===== src/rtl/cr_byte_stuffer.sv =====
// JPEG byte stuffer for the Cr Huffman path: buffers 32-bit MSB-first words,
// serialises them to bytes, inserts 0x00 after every 0xFF and pads block tails with 1s.
module cr_byte_stuffer #(
  parameter int FIFO_DEPTH = 4
) (
  input  logic                          clk,
  input  logic                          rst,
  input  logic                          data_ready,
  input  logic [31:0]                   JPEG_bitstream,
  input  logic                          eob_flush,
  input  logic [31:0]                   flush_bits,
  input  logic [4:0]                    flush_count,
  input  logic                          byte_ready,
  output logic [7:0]                    byte_out,
  output logic                          byte_valid,
  output logic                          block_done,
  output logic                          overflow,
  output logic [$clog2(FIFO_DEPTH):0]   fifo_count
);

  localparam int AW = $clog2(FIFO_DEPTH);
  localparam int CW = AW + 1;
  localparam logic [31:0] ONES = 32'hFFFF_FFFF;

  typedef enum logic [1:0] {
    IDLE  = 2'd0,
    SEND  = 2'd1,
    STUFF = 2'd2
  } state_t;

  logic [31:0]   word_mem [FIFO_DEPTH];
  logic [2:0]    nb_mem   [FIFO_DEPTH];
  logic          last_mem [FIFO_DEPTH];
  logic [AW-1:0] wr_ptr;
  logic [AW-1:0] rd_ptr;
  logic [CW-1:0] count;

  state_t        state;
  logic [1:0]    idx;

  logic [31:0]   flush_word;
  logic [2:0]    flush_nb;
  logic          want_flush;
  logic          zero_flush;
  logic [CW-1:0] free_slots;
  logic [CW-1:0] n_wr;
  logic [CW-1:0] count_next;
  logic          do_data;
  logic          do_flush;
  logic          ovf_set;
  logic          mark_tail;
  logic          zero_done;

  logic [31:0]   head_word;
  logic [2:0]    head_nb;
  logic          head_last;
  logic [31:0]   next_word;
  logic          accept;
  logic          need_stuff;
  logic          advance;
  logic          last_idx;
  logic          pop;

  assign fifo_count = count;

  // Residual bits are MSB-aligned; everything below them becomes 1-padding.
  assign flush_word = flush_bits | (ONES >> flush_count);
  assign flush_nb   = {1'b0, flush_count[4:3]} + {2'b00, |flush_count[2:0]};
  assign want_flush = eob_flush && (flush_count != 5'd0);
  assign zero_flush = eob_flush && (flush_count == 5'd0);

  assign head_word = word_mem[rd_ptr];
  assign head_nb   = nb_mem[rd_ptr];
  assign head_last = last_mem[rd_ptr];
  assign next_word = word_mem[rd_ptr + AW'(1)];

  assign accept     = byte_valid && byte_ready;
  assign need_stuff = (state == SEND) && (byte_out == 8'hFF);
  assign advance    = accept && ((state == STUFF) || ((state == SEND) && (byte_out != 8'hFF)));
  assign last_idx   = ({1'b0, idx} == (head_nb - 3'd1));
  assign pop        = advance && last_idx;

  // A pop in the same cycle frees its slot before the writes are placed.
  assign free_slots = CW'(FIFO_DEPTH) - count + CW'(pop);

  always_comb begin
    do_data  = 1'b0;
    do_flush = 1'b0;
    ovf_set  = 1'b0;
    if (data_ready && want_flush) begin
      if (free_slots >= CW'(2)) begin
        do_data  = 1'b1;
        do_flush = 1'b1;
      end else if (free_slots == CW'(1)) begin
        do_data = 1'b1;
        ovf_set = 1'b1;
      end else begin
        ovf_set = 1'b1;
      end
    end else if (data_ready) begin
      if (free_slots != '0) do_data = 1'b1;
      else                  ovf_set = 1'b1;
    end else if (want_flush) begin
      if (free_slots != '0) do_flush = 1'b1;
      else                  ovf_set  = 1'b1;
    end
  end

  assign n_wr       = CW'(do_data) + CW'(do_flush);
  assign count_next = count + n_wr - CW'(pop);
  assign mark_tail  = zero_flush && (count_next != '0);
  assign zero_done  = zero_flush && (count_next == '0);

  always_ff @(posedge clk) begin
    if (rst) begin
      wr_ptr   <= '0;
      rd_ptr   <= '0;
      count    <= '0;
      overflow <= 1'b0;
    end else begin
      if (do_data) begin
        word_mem[wr_ptr] <= JPEG_bitstream;
        nb_mem[wr_ptr]   <= 3'd4;
        last_mem[wr_ptr] <= mark_tail;
      end
      if (do_flush) begin
        word_mem[wr_ptr + AW'(do_data)] <= flush_word;
        nb_mem[wr_ptr + AW'(do_data)]   <= flush_nb;
        last_mem[wr_ptr + AW'(do_data)] <= 1'b1;
      end
      // Zero-length flush closes the block on the newest entry already queued.
      if (mark_tail && !do_data) begin
        last_mem[wr_ptr - AW'(1)] <= 1'b1;
      end
      rd_ptr   <= rd_ptr + AW'(pop);
      wr_ptr   <= wr_ptr + AW'(n_wr);
      count    <= count_next;
      overflow <= overflow | ovf_set;
    end
  end

  function automatic logic [7:0] pick_byte(input logic [31:0] w, input logic [1:0] i);
    logic [7:0] b;
    case (i)
      2'd0:    b = w[31:24];
      2'd1:    b = w[23:16];
      2'd2:    b = w[15:8];
      default: b = w[7:0];
    endcase
    return b;
  endfunction

  always_ff @(posedge clk) begin
    if (rst) begin
      state      <= IDLE;
      idx        <= 2'd0;
      byte_out   <= 8'h00;
      byte_valid <= 1'b0;
      block_done <= 1'b0;
    end else begin
      block_done <= zero_done;
      case (state)
        IDLE: begin
          if (count != '0) begin
            state      <= SEND;
            idx        <= 2'd0;
            byte_out   <= head_word[31:24];
            byte_valid <= 1'b1;
          end
        end
        SEND, STUFF: begin
          if (accept && need_stuff) begin
            state    <= STUFF;
            byte_out <= 8'h00;
          end else if (advance) begin
            if (last_idx) begin
              idx <= 2'd0;
              if (head_last) block_done <= 1'b1;
              // Only entries already resident can be forwarded straight into SEND.
              if (count > CW'(1)) begin
                state    <= SEND;
                byte_out <= next_word[31:24];
              end else begin
                state      <= IDLE;
                byte_out   <= 8'h00;
                byte_valid <= 1'b0;
              end
            end else begin
              idx      <= idx + 2'd1;
              state    <= SEND;
              byte_out <= pick_byte(head_word, idx + 2'd1);
            end
          end
        end
        default: begin
          state      <= IDLE;
          byte_valid <= 1'b0;
        end
      endcase
    end
  end

endmodule


===== config.mk =====
export PLATFORM = sky130hd
export DESIGN_NAME = cr_byte_stuffer
export DESIGN_NICKNAME = d
export VERILOG_FILES = /design/src/rtl/cr_byte_stuffer.sv
export SDC_FILE = /design/constraint.sdc
export NUM_CORES = 1
export LEC_CHECK = 0
export CORE_MARGIN = 2
export CORE_UTILIZATION = 53
export DETAILED_ROUTE_END_ITERATION = 12
export PLACE_DENSITY = 0.8
export SYNTH_ARGS = -nofsm -noshare
export SYNTH_HDL_FRONTEND = slang
export SYNTH_SLANG_ARGS = --single-unit

===== constraint.sdc =====
create_clock -name clk -period 5.2 [get_ports clk]
set_clock_uncertainty 0.05 [all_clocks]
set_input_delay 1.04 -clock clk [delete_from_list [all_inputs] [get_ports clk]]
set_output_delay 1.04 -clock clk [all_outputs]
set_load 0.02 [all_outputs]

==> results by group, run 1 <==
Setup path
  • CP delay by family, top: adder cells
  • Worst EP arrival: 5.04 ns
  • Critical path class: flop to flop
  • Crit. End Element: flop
  • Critical-path top delay cell: mux4_2
  • CP max FO: 5
  • Most used cell, CP: inv_1
  • CP required: approximately 5.5 ns
  • Reg2reg path depth: 23
  • Worst stage delay on the critical path: 0.56 ns
  • Reg2Reg Setup Slack: 0.44 ns
  • Worst path cell trace: mux4_2, inv_1, ha_4, xnor2_2, nor3_4, nand2_2, ha_1, inv_2, ha_4, o31ai_4, inv_1, ha_1, inv_1, ha_1, inv_1, ha_1, inv_1, fa_2, xnor2_1, xnor2_1, a31oi_1, o21ai_1, nand3_1
  • R2r startpoint: rd_ptr[0]$_SDFF_PP0_
  • RR Endpoint: last_mem[2]$_DFF_P_
  • Buf/Inv on CP: 6
  • CP Launch Type: flop

CTS
  • CTS tree: yes
  • Number of setup buffers added after CTS: 0
  • Clock latency on the worst-skew pair: 0.44 ns
  • CTS H-tree depth: 4
  • Clk buf depth: 2
  • Cts bufs inserted: 17
  • Root Buffer: clkbuf_16
  • Post-CTS Hold Buffers: 0
  • Post-cts resize count: 0
  • Clock transition at path regs: 0.06 ns
  • Sink Count: ~170

STA
  • Min cycle time layout: 4.76 ns
  • Final period utilization: 91.6%
  • Worst slew margin: 36.5%
  • Peak Freq: ~0.21 GHz
  • RSZ-0062 raised after global routing: no
  • Final setup fails: 0
  • Least-Margin Pin Slew: 0.945 ns
  • Max Slew Vio Count: 0
  • Worst hold slack: 0.447 ns
  • Fin. Hold Viols: 0
  • Worst setup margin: 0.437 ns
  • Setup TNS: 0 ns

Yosys
  • Synth area leaders: edfxtp_1 (44%), mux2_2 (14%), mux4_2 (7.4%)
  • Avg Inst Size Synth: 13.5 um2
  • Synth Cell Area: 9480 um2
  • Synth area leader: edfxtp_1
  • Top FF cell, synth: edfxtp_1
  • Yosys cell types: 67
  • Share of the synthesized area in the top cell type: between 40% and 50%
  • Sequential fraction of the synthesis area: 49.8%
  • Mapped Cells: 701
  • Yosys Warn Count: 0
  • Post-Syn Nets: 803
  • Flops & latches, synth: 166
  • Post-synth ARST share: 0%
  • Post-synth EDFFs: between 100 and 150

Cells and area
  • Nets@finish: 892
  • N_diodes: 0
  • Area Overhead vs Synth: 18.6%
  • Layout cells sized above 1: around 31%

Floorplanning
  • Die Wd: 138 um
  • Core ar.: 17400 um2
  • Full die area: 19000 um2
  • Initial Utilization: a little over half
  • FP Rows: 48
  • Die Y: about 140 um
  • # IOs: 88

Global routing
  • Vias in the first global route: 6506
  • Wire length of the first global-routing pass: ~37 mm
  • Largest net degree at the start of global routing: 38
  • Antenna violations before repair: 0
  • Total global routing overflow: 0
  • GRT Overall Usage: 26.9%

Hold path
  • Worst hold path class: flop to flop
  • Min-delay src: overflow$_SDFF_PP0_
  • Worst Hold End: overflow$_SDFF_PP0_
  • Hold Crit Depth: 2

Pwr
  • Seq pwr share: between 30% and 40%
  • Pwr dens: 442 nW/um2
  • Worst-case vdd ir drop: 0.311 mV
  • Overall power: 0.00497 W
  • Combinational group share of total power: 35.7%
  • Leak: between 3 and 4 nW
  • Sw Ratio: 33.5%
  • Internal power: roughly 0.0033 W
  • NetSw: about 0.0017 W
  • Clock share of power: between 20 and 30%

Placement
  • PortBufs: between 80 and 90
  • Pre-CTS setup slack: 0.270 ns
  • Detailed placer's ending HPWL: 16.7 mm
  • Placer Congestion: between 0.8 and 0.9

Flow run
  • Max Cap Violations: 0

Detailed routing
  • Post-Route WL: 24.3 mm
  • DRC: 0
  • Initial DRT Pass Iterations: 5
  • Antenna Nets Post-Route: 0
  • Via Count: 6484
  • Vias/cell: 6.31
  • DR WL/cell: 23.6 um
  • DRT iter0 DRCs: around 750

Status
  • Outcome: completed
kinds of logic (layout without fill, tap and decap cells):
group	count (synthesis)	count (layout)	synth area share, %
muxes	188	188	25.7
DFF	166	166	49.8
and+or+nand+nor	134	134	7.69
AOI/OAI and AO/OA	102	102	7.85
buffers and inverters	71	173	3.91
adders and majority gates	29	29	3.88
xor gates and xnor gates	11	11	1.17
metrics by stage:
step                      cells  area [um2]  util (%)
after CTS                  1028       11200      64.6
final                      1028       11200      64.6
after floorplan             701        9560         -
after global routing       1028       11200      64.6
after global placement      996       10700      61.3
after detailed placement    996       10700      61.3
placed cells by master (no fill, tap or decap), types with 5 or more instances in the layout:
| cell type | netlist | layout |
|---|---|---|
| buf_4 | 7 | 19 |
| a21oi_1 | 16 | 16 |
| nor2_1 | 29 | 29 |
| a21o_1 | 11 | 11 |
| buf_12 | 0 | 5 |
| clkdlybuf4s50_1 | 0 | 86 |
| o22ai_1 | 10 | 10 |
| nand2_2 | 1 | 5 |
| nor2b_1 | 6 | 6 |
| mux2_1 | 12 | 12 |
| nand3_1 | 10 | 10 |
| mux2i_1 | 27 | 27 |
| clkbuf_16 | 0 | 17 |
| o21ai_0 | 11 | 8 |
| mux4_2 | 31 | 31 |
| xnor2_1 | 7 | 6 |
| and2_1 | 5 | 5 |
| a31oi_1 | 6 | 6 |
| or2_2 | 11 | 11 |
| edfxtp_1 | 140 | 140 |
| nand2b_1 | 12 | 12 |
| ha_1 | 27 | 25 |
| dfxtp_1 | 26 | 24 |
| inv_1 | 30 | 28 |
| or3_1 | 7 | 7 |
| mux2_2 | 118 | 118 |
| nand2_1 | 29 | 25 |
| a211o_1 | 8 | 8 |
how the worst max path moves through the flow:
stage / start / endpoint / slack, ns / cells past startpoint
2_1_floorplan: rd_ptr[0]$_SDFF_PP0_ / last_mem[3]$_DFF_P_ / 0.008 / 28
3_3_place_gp: byte_ready / last_mem[0]$_DFF_P_ / 0.37 / 21
3_5_place_dp: byte_ready / last_mem[0]$_DFF_P_ / 0.27 / 21
4_1_cts: rd_ptr[0]$_SDFF_PP0_ / last_mem[2]$_DFF_P_ / 0.42 / 23
5_1_grt: rd_ptr[0]$_SDFF_PP0_ / last_mem[2]$_DFF_P_ / 0.15 / 23
6_report: rd_ptr[0]$_SDFF_PP0_ / last_mem[2]$_DFF_P_ / 0.44 / 23
final cells by class:
cell class,instances,area [um2]
fillers,1276,6170
flip-flops and latches,166,4730
multi-input cells,464,4440
repair buffers,110,1100
clock buffers,20,447
well taps,225,282
clock inverters,12,129
inverters,31,116
power by group through the flow:
stage	registers, W	logic, W	clock network (W)
floorplan	0.00197	0.00118	0
global placement	0.00195	0.00170	0
finish	0.00195	0.00178	0.00125
global route	0.00198	0.00190	0.00131
detailed placement	0.00198	0.00175	0
CTS	0.00195	0.00176	0.00125
flip-flops by register name, summed over array words and instances (netlist names):
name / count
fifo_count: 3
byte_valid: 1
idx: 2
state: 2
wr_ptr: 2
byte_out: 8
block_done: 1
overflow: 1
last_mem: 4
rd_ptr: 2
nb_mem: 12
word_mem: 128
per-layer routing:
| layer | GRT usage [%] | routed length (um) |
|---|---|---|
| met1 | 35.5 | 9860 |
| met2 | 42.2 | 11500 |
| met3 | 7.10 | 2050 |
| met4 | 11.8 | 885 |
| met5 | 0 | 0 |
tightest hold or removal path: stages, from the launching register on:
cell,delay (ns)
dfxtp_1,0.34
a21oi_1,0.05
nor2_1,0.08
Yosys cell counts (12+ instances only):
cell and n:
mux2i_1 27, nor2_1 29, ha_1 27, inv_1 30, buf_2 14, a21oi_1 16, nand2_1 29, mux2_1 12
mux2_2 118, edfxtp_1 140, nand2b_1 12, mux4_2 31, dfxtp_1 26
Note: power is estimated with default switching activity, not from simulation.
==> run 2: changes to the inputs <==
Settings changed: CAP_MARGIN from default to 25, SKIP_LAST_GASP from default to 1.
Clock period 5.2 ns to 3.8 ns, I/O delays scaled along.
==> run 2 against run 1 <==
Net effect: the flow now finishes with violations (setup timing); first-iteration DRC count is 38% higher; largest cell class is now multi-input gates; highest routed layer unchanged; worst hold slack worse by 0.0054 ns; critical path type unchanged; cell count rose by 11%; clock power grew 58%; power is 80% higher; combinational power is 140% higher; critical path depth did not move; register-to-register slack got worse by 1.2 ns; die area stayed put; cell area grew 21%.
==> results by group, run 2 (synthesis results as in run 1) <==
Status
  • Outcome: finished with violations
  • Failing checks: setup timing

Cells and area
  • Non-filler instance count after layout: 1136
  • Commonest non-fill, non-tap cells in the layout: edfxtp_1 (140), mux2_4 (91), clkdlybuf4s50_1 (86)
  • Nets@finish: 1000
  • Biggest regs: word_mem: 128 flops, nb_mem: 12 flops, byte_out: 8 flops
  • Area Overhead vs Synth: 43.3%
  • Commonest non-fill, non-tap cell in the layout: edfxtp_1
  • Largest register FFs: 128
  • N_diodes: 0
  • Cell area after layout: 13600 um2
  • Finished Core Util: 78.0%
  • Layout cells sized above 1: 42.5%
  • Most flops, register: word_mem

Floorplanning
  • # IOs: approximately 90
  • Die Y: ~140 um
  • Full die area: 19000 um2
  • Core ar.: 17400 um2
  • Die Wd: around 140 um
  • Initial Utilization: 54.4%
  • FP Rows: 48

Placement
  • Placer Congestion: 0.907
  • Detailed placer's ending HPWL: roughly 19 mm
  • PortBufs: 86
  • Placed Area: 11700 um2
  • Placed instance count: roughly 1000

Setup path
  • CP max FO: 4
  • Critical path class: flop to flop
  • Worst EP arrival: 4.83 ns
  • Critical-path top delay cell: mux4_2
  • CP delay by family, top: adder cells
  • Worst stage delay on the critical path: 0.52 ns
  • Worst path cell trace: mux4_2, inv_2, ha_4, xor2_1, nor3_4, nand2_4, ha_4, inv_4, ha_4, xor2_4, o31a_1, ha_4, inv_2, ha_4, inv_4, ha_4, inv_2, fa_2, xnor2_2, xnor2_2, a31oi_4, o21ai_1, nand3_1
  • CP required: between 4 and 5 ns
  • CP Launch Type: flop
  • Most used cell, CP: ha_4
  • Buf/Inv on CP: 5
  • Crit. End Element: flop

STA
  • Setup TNS: -169.05 ns
  • Peak Freq: approximately 0.22 GHz
  • Least-Margin Pin Slew: 0.888 ns
  • Worst slew margin: 40.8%
  • Max Slew Vio Count: 0
  • Final setup fails: ~290
  • Min cycle time layout: 4.56 ns
  • Fin. Hold Viols: 0
  • Final period utilization: 120%
  • Worst setup margin: -0.764 ns
  • RSZ-0062 raised after global routing: yes

Detailed routing
  • Initial DRT Pass Iterations: 7
  • DRT iter0 DRCs: between 1000 and 1500
  • DRC: 0
  • Post-Route WL: ~34 mm
  • DR WL/cell: around 30 um
  • Antenna Nets Post-Route: 0
  • Vias/cell: between 6 and 7
  • Via Count: 7683

Pwr
  • Pwr dens: 660 nW/um2
  • Leak: 5.32 nW
  • Overall power: ~0.009 W
  • Worst-case vdd ir drop: around 0.4 mV

CTS
  • Clk buf depth: 2
  • Clock transition at path regs: approximately 0.070 ns
  • Clock latency on the worst-skew pair: 0.44 ns
  • CTS tree: yes
  • Root Buffer: clkbuf_16
  • CTS H-tree depth: 4
  • Sink Count: 166
  • Cts bufs inserted: 17

Global routing
  • Total global routing overflow: 0
  • Vias in the first global route: 7597
  • Wire length of the first global-routing pass: about 47 mm
  • Largest net degree at the start of global routing: 48
  • GRT Overall Usage: 34.4%
  • Antenna violations before repair: 0

Flow run
  • Max Cap Violations: 0

Hold path
  • Worst hold path class: flop to flop
## run 2: changes by cell type in the layout (fill, tap and decap cells not counted), sizes merged
cell | before | now
inv | 32 | 30
clkinv | 6 | 7
buf | 24 | 128
bufinv | 2 | 6
clkbuf | 20 | 21
## run 2: area by class of cell
| class | count | area, um2 |
|---|---|---|
| Tap cell | 225 | 282 |
| Inverter | 31 | 121 |
| Multi-Input combinational cell | 464 | 5020 |
| Timing Repair Buffer | 218 | 2770 |
| Clock inverter | 15 | 234 |
| Fill cell | 850 | 3830 |
| Sequential cell | 166 | 4730 |
| Clock buffer | 17 | 425 |
## run 2: what timing repair did
action / in CTS / in global routing
hold buffers: 0 / 0
gates cloned: 18 / 4
gates resized for setup: 49 / 59
pin swaps: 6 / 2
endpoints found under the setup margin: 274 / 288
setup buffers: 35 / 18
## run 2: path summary, 6_finish.rpt
kind | startpoint | to | slack, ns | cells after the start
worst min register to register | overflow$_SDFF_PP0_ | overflow$_SDFF_PP0_ | 0.44 | 2
worst min-delay path | overflow$_SDFF_PP0_ | overflow$_SDFF_PP0_ | 0.44 | 2
worst max-delay path | nb_mem[2][0]$_SDFFCE_PN0P_ | last_mem[2]$_DFF_P_ | -0.76 | 23
worst max register to register | nb_mem[2][0]$_SDFFCE_PN0P_ | last_mem[2]$_DFF_P_ | -0.76 | 23
## run 2: worst reg2reg max path, stage by stage (launching register included)
cell and delay [ns]:
edfxtp_1 0.40, mux4_2 0.52, inv_2 0.10, ha_4 0.15, xor2_1 0.33, nor3_4 0.10
nand2_4 0.09, ha_4 0.14, inv_4 0.04, ha_4 0.16, xor2_4 0.16, o31a_1 0.35
ha_4 0.30, inv_2 0.04, ha_4 0.21, inv_4 0.06, ha_4 0.12, inv_2 0.03
fa_2 0.35, xnor2_2 0.16, xnor2_2 0.22, a31oi_4 0.15, o21ai_1 0.13, nand3_1 0.10
## run 2: where the power goes
part | leakage (nW) | internal, W | switching, W
combinational | 3.52 | 0.00223 | 0.00206
sequential | 1.49 | 0.00248 | 0.000220
clock | 0.312 | 0.00122 | 0.000755
total | 5.32 | 0.00593 | 0.00303
## run 2: metrics by stage
stage	worst slack, ns	hold WS, ns
after global routing	-0.894	0.491
final	-0.764	0.442
after detailed placement	-0.725	0.425
after floorplan	-1.27	0.402
after CTS	-0.555	0.441
after global placement	-0.566	0.399
## run 2: per-layer routing
metal  wire (um)  GRT usage (%)
met1       12100           42.1
met2       16100           57.0
met3        3540           8.20
met4        2280           17.3
met5           0              0
==> run 3: changes to the inputs <==
Settings changed: CORE_UTILIZATION 53 to 35, PLACE_DENSITY 0.8 to 0.58.
==> run 3 against run 2 <==
Net effect: the flow still finishes with violations (setup timing); die area grew 50%; first-iteration DRC count decreased by 31%; critical path type unchanged; register-to-register slack improved by 0.23 ns; cell area is 0.47% lower; critical path depth unchanged; highest routed layer unchanged; combinational power is 10% lower; cell count increased by 10%; setup slack improved by 0.23 ns; power is 8.4% lower; via count fell by 12%.
==> results by group, run 3 (synthesis results as in run 1) <==
Status
  • Outcome: finished with violations
  • Failing checks: setup timing

Cells and area
  • Layout cells sized above 1: a little over two fifths
  • Cell area after layout: between 10000 and 15000 um2
  • Commonest non-fill, non-tap cell in the layout: edfxtp_1
  • Commonest non-fill, non-tap cells in the layout: edfxtp_1 (140), clkdlybuf4s50_1 (86), mux2_4 (81)
  • Area Overhead vs Synth: 42.7%
  • Biggest regs: word_mem: 128 flops, nb_mem: 12 flops, byte_out: 8 flops
  • Nets@finish: 1000
  • N_diodes: 0
  • Most flops, register: word_mem
  • Non-filler instance count after layout: 1252
  • Largest register FFs: 128

Setup path
  • Critical path class: flop to flop
  • Critical-path top delay cell: mux4_2
  • Worst path cell trace: mux4_2, inv_2, ha_4, xnor2_2, nor3_4, nand2_4, ha_4, inv_2, ha_4, xor2_4, o31a_1, ha_4, inv_2, ha_4, inv_4, ha_4, inv_2, fa_2, xnor2_2, xnor2_2, buf_4, nand3_1, o22ai_2
  • Most used cell, CP: ha_4
  • CP delay by family, top: adder cells
  • Buf/Inv on CP: 6
  • CP Launch Type: flop
  • CP required: 4.12 ns
  • CP max FO: 5
  • Worst stage delay on the critical path: ~0.52 ns
  • Crit. End Element: flop
  • Worst EP arrival: 4.65 ns

STA
  • Peak Freq: between 0.2 and 0.25 GHz
  • Least-Margin Pin Slew: 0.757 ns
  • Final period utilization: 114%
  • RSZ-0062 raised after global routing: yes
  • Worst setup margin: -0.532 ns
  • Worst slew margin: 49.2%
  • Final setup fails: 287
  • Worst hold slack: between 0.4 and 0.5 ns
  • Min cycle time layout: 4.33 ns
  • Max Slew Vio Count: 0
  • Fin. Hold Viols: 0

CTS
  • Post-CTS Hold Buffers: 0
  • Sink Count: 166
  • Root Buffer: clkbuf_16
  • CTS tree: yes
  • Clock latency on the worst-skew pair: 0.44 ns
  • Clock transition at path regs: about 0.070 ns
  • Clk buf depth: 2
  • CTS H-tree depth: 4
  • Cts bufs inserted: 17

Global routing
  • Wire length of the first global-routing pass: 40.0 mm
  • Antenna violations before repair: 1
  • Vias in the first global route: 6434
  • Total global routing overflow: 0
  • Largest net degree at the start of global routing: 28
  • GRT Overall Usage: roughly 19%

Floorplanning
  • Core ar.: between 20000 and 30000 um2
  • FP Rows: 60
  • Die Wd: 169 um
  • Die Y: 169 um
  • Full die area: 28400 um2
  • Initial Utilization: roughly 35%
  • # IOs: 88

Placement
  • Placer Congestion: between 0.8 and 0.9
  • Detailed placer's ending HPWL: 19.6 mm
  • PortBufs: 86
  • Pre-CTS setup slack: -0.669 ns
  • Placed instance count: 1164
  • Placed Area: roughly 12000 um2

Hold path
  • Worst hold path class: flop to flop

Flow run
  • Max Cap Violations: 0

Detailed routing
  • DRT iter0 DRCs: 709
  • Vias/cell: between 5 and 6
  • Initial DRT Pass Iterations: 7
  • Post-Route WL: 29.2 mm
  • DRC: 0
  • DR WL/cell: 23.4 um
  • Antenna Nets Post-Route: 0
  • Via Count: 6755

Pwr
  • Worst-case vdd ir drop: 0.335 mV
  • Overall power: approximately 0.0082 W
  • Leak: 5.20 nW
  • Pwr dens: 607 nW/um2
==> run 3: cell types whose count changed in the layout (fill, tap and decap cells not counted), moves of 6 or more <==
cell	change
buf_12	-7
mux2_4	-10
clkbuf_16	+14
bufinv_16	-6
inv_8	+6
buf_16	-10
buf_4	+10
mux2_2	+10
==> run 3: cell type report <==
| type | count | area [um2] |
|---|---|---|
| fillers | 2211 | 13300 |
| well taps | 341 | 427 |
| clock inverters | 15 | 154 |
| repair buffers | 218 | 2700 |
| flip-flops and latches | 166 | 4730 |
| inverters | 31 | 119 |
| multi-input cells | 464 | 4970 |
| clock buffers | 17 | 425 |
==> run 3: per-stage QoR <==
stage / util (%) / TNS [ns]
4_1_cts: 47.2 / -49.00
5_1_grt: 50.5 / -135.67
6_report: 50.5 / -88.14
2_1_floorplan: - / -202.51
3_3_place_gp: 44.2 / -49.48
3_5_place_dp: 44.2 / -56.12
==> run 3: final timing paths <==
kind / from / end / slack, ns / depth (start not counted)
min reg2reg: overflow$_SDFF_PP0_ / overflow$_SDFF_PP0_ / 0.44 / 2
max reg2reg: rd_ptr[0]$_SDFF_PP0_ / block_done$_SDFF_PP0_ / -0.53 / 23
min: overflow$_SDFF_PP0_ / overflow$_SDFF_PP0_ / 0.44 / 2
max: rd_ptr[0]$_SDFF_PP0_ / block_done$_SDFF_PP0_ / -0.53 / 23
==> run 3: timing repair <==
item,in CTS,in global routing
resized for setup,7,47
setup endpoints to repair,279,286
setup buffers,7,26
cloned,4,20
pin swaps,5,3
==> run 3: worst min-delay path, cell delays in order, from the launching register on <==
cell     delay, ns
dfxtp_1       0.34
a21oi_1       0.05
nor2_1        0.07
==> run 3: layer usage <==
metal  track usage (%)  vias up  share of wire (%)
met5                 0        -                  0
met4              5.17        0                2.3
met3              2.83       42                5.5
met2              32.3      268                 50
met1              26.1     3347                 43
li1                  -     3098                  -
==> run 3: power by group <==
part           switching, W  leakage, nW  internal [W]
clock              0.000828        0.287      0.000881
sequential         0.000180         1.49       0.00247
combinational       0.00179         3.43       0.00206
total               0.00280         5.20       0.00541
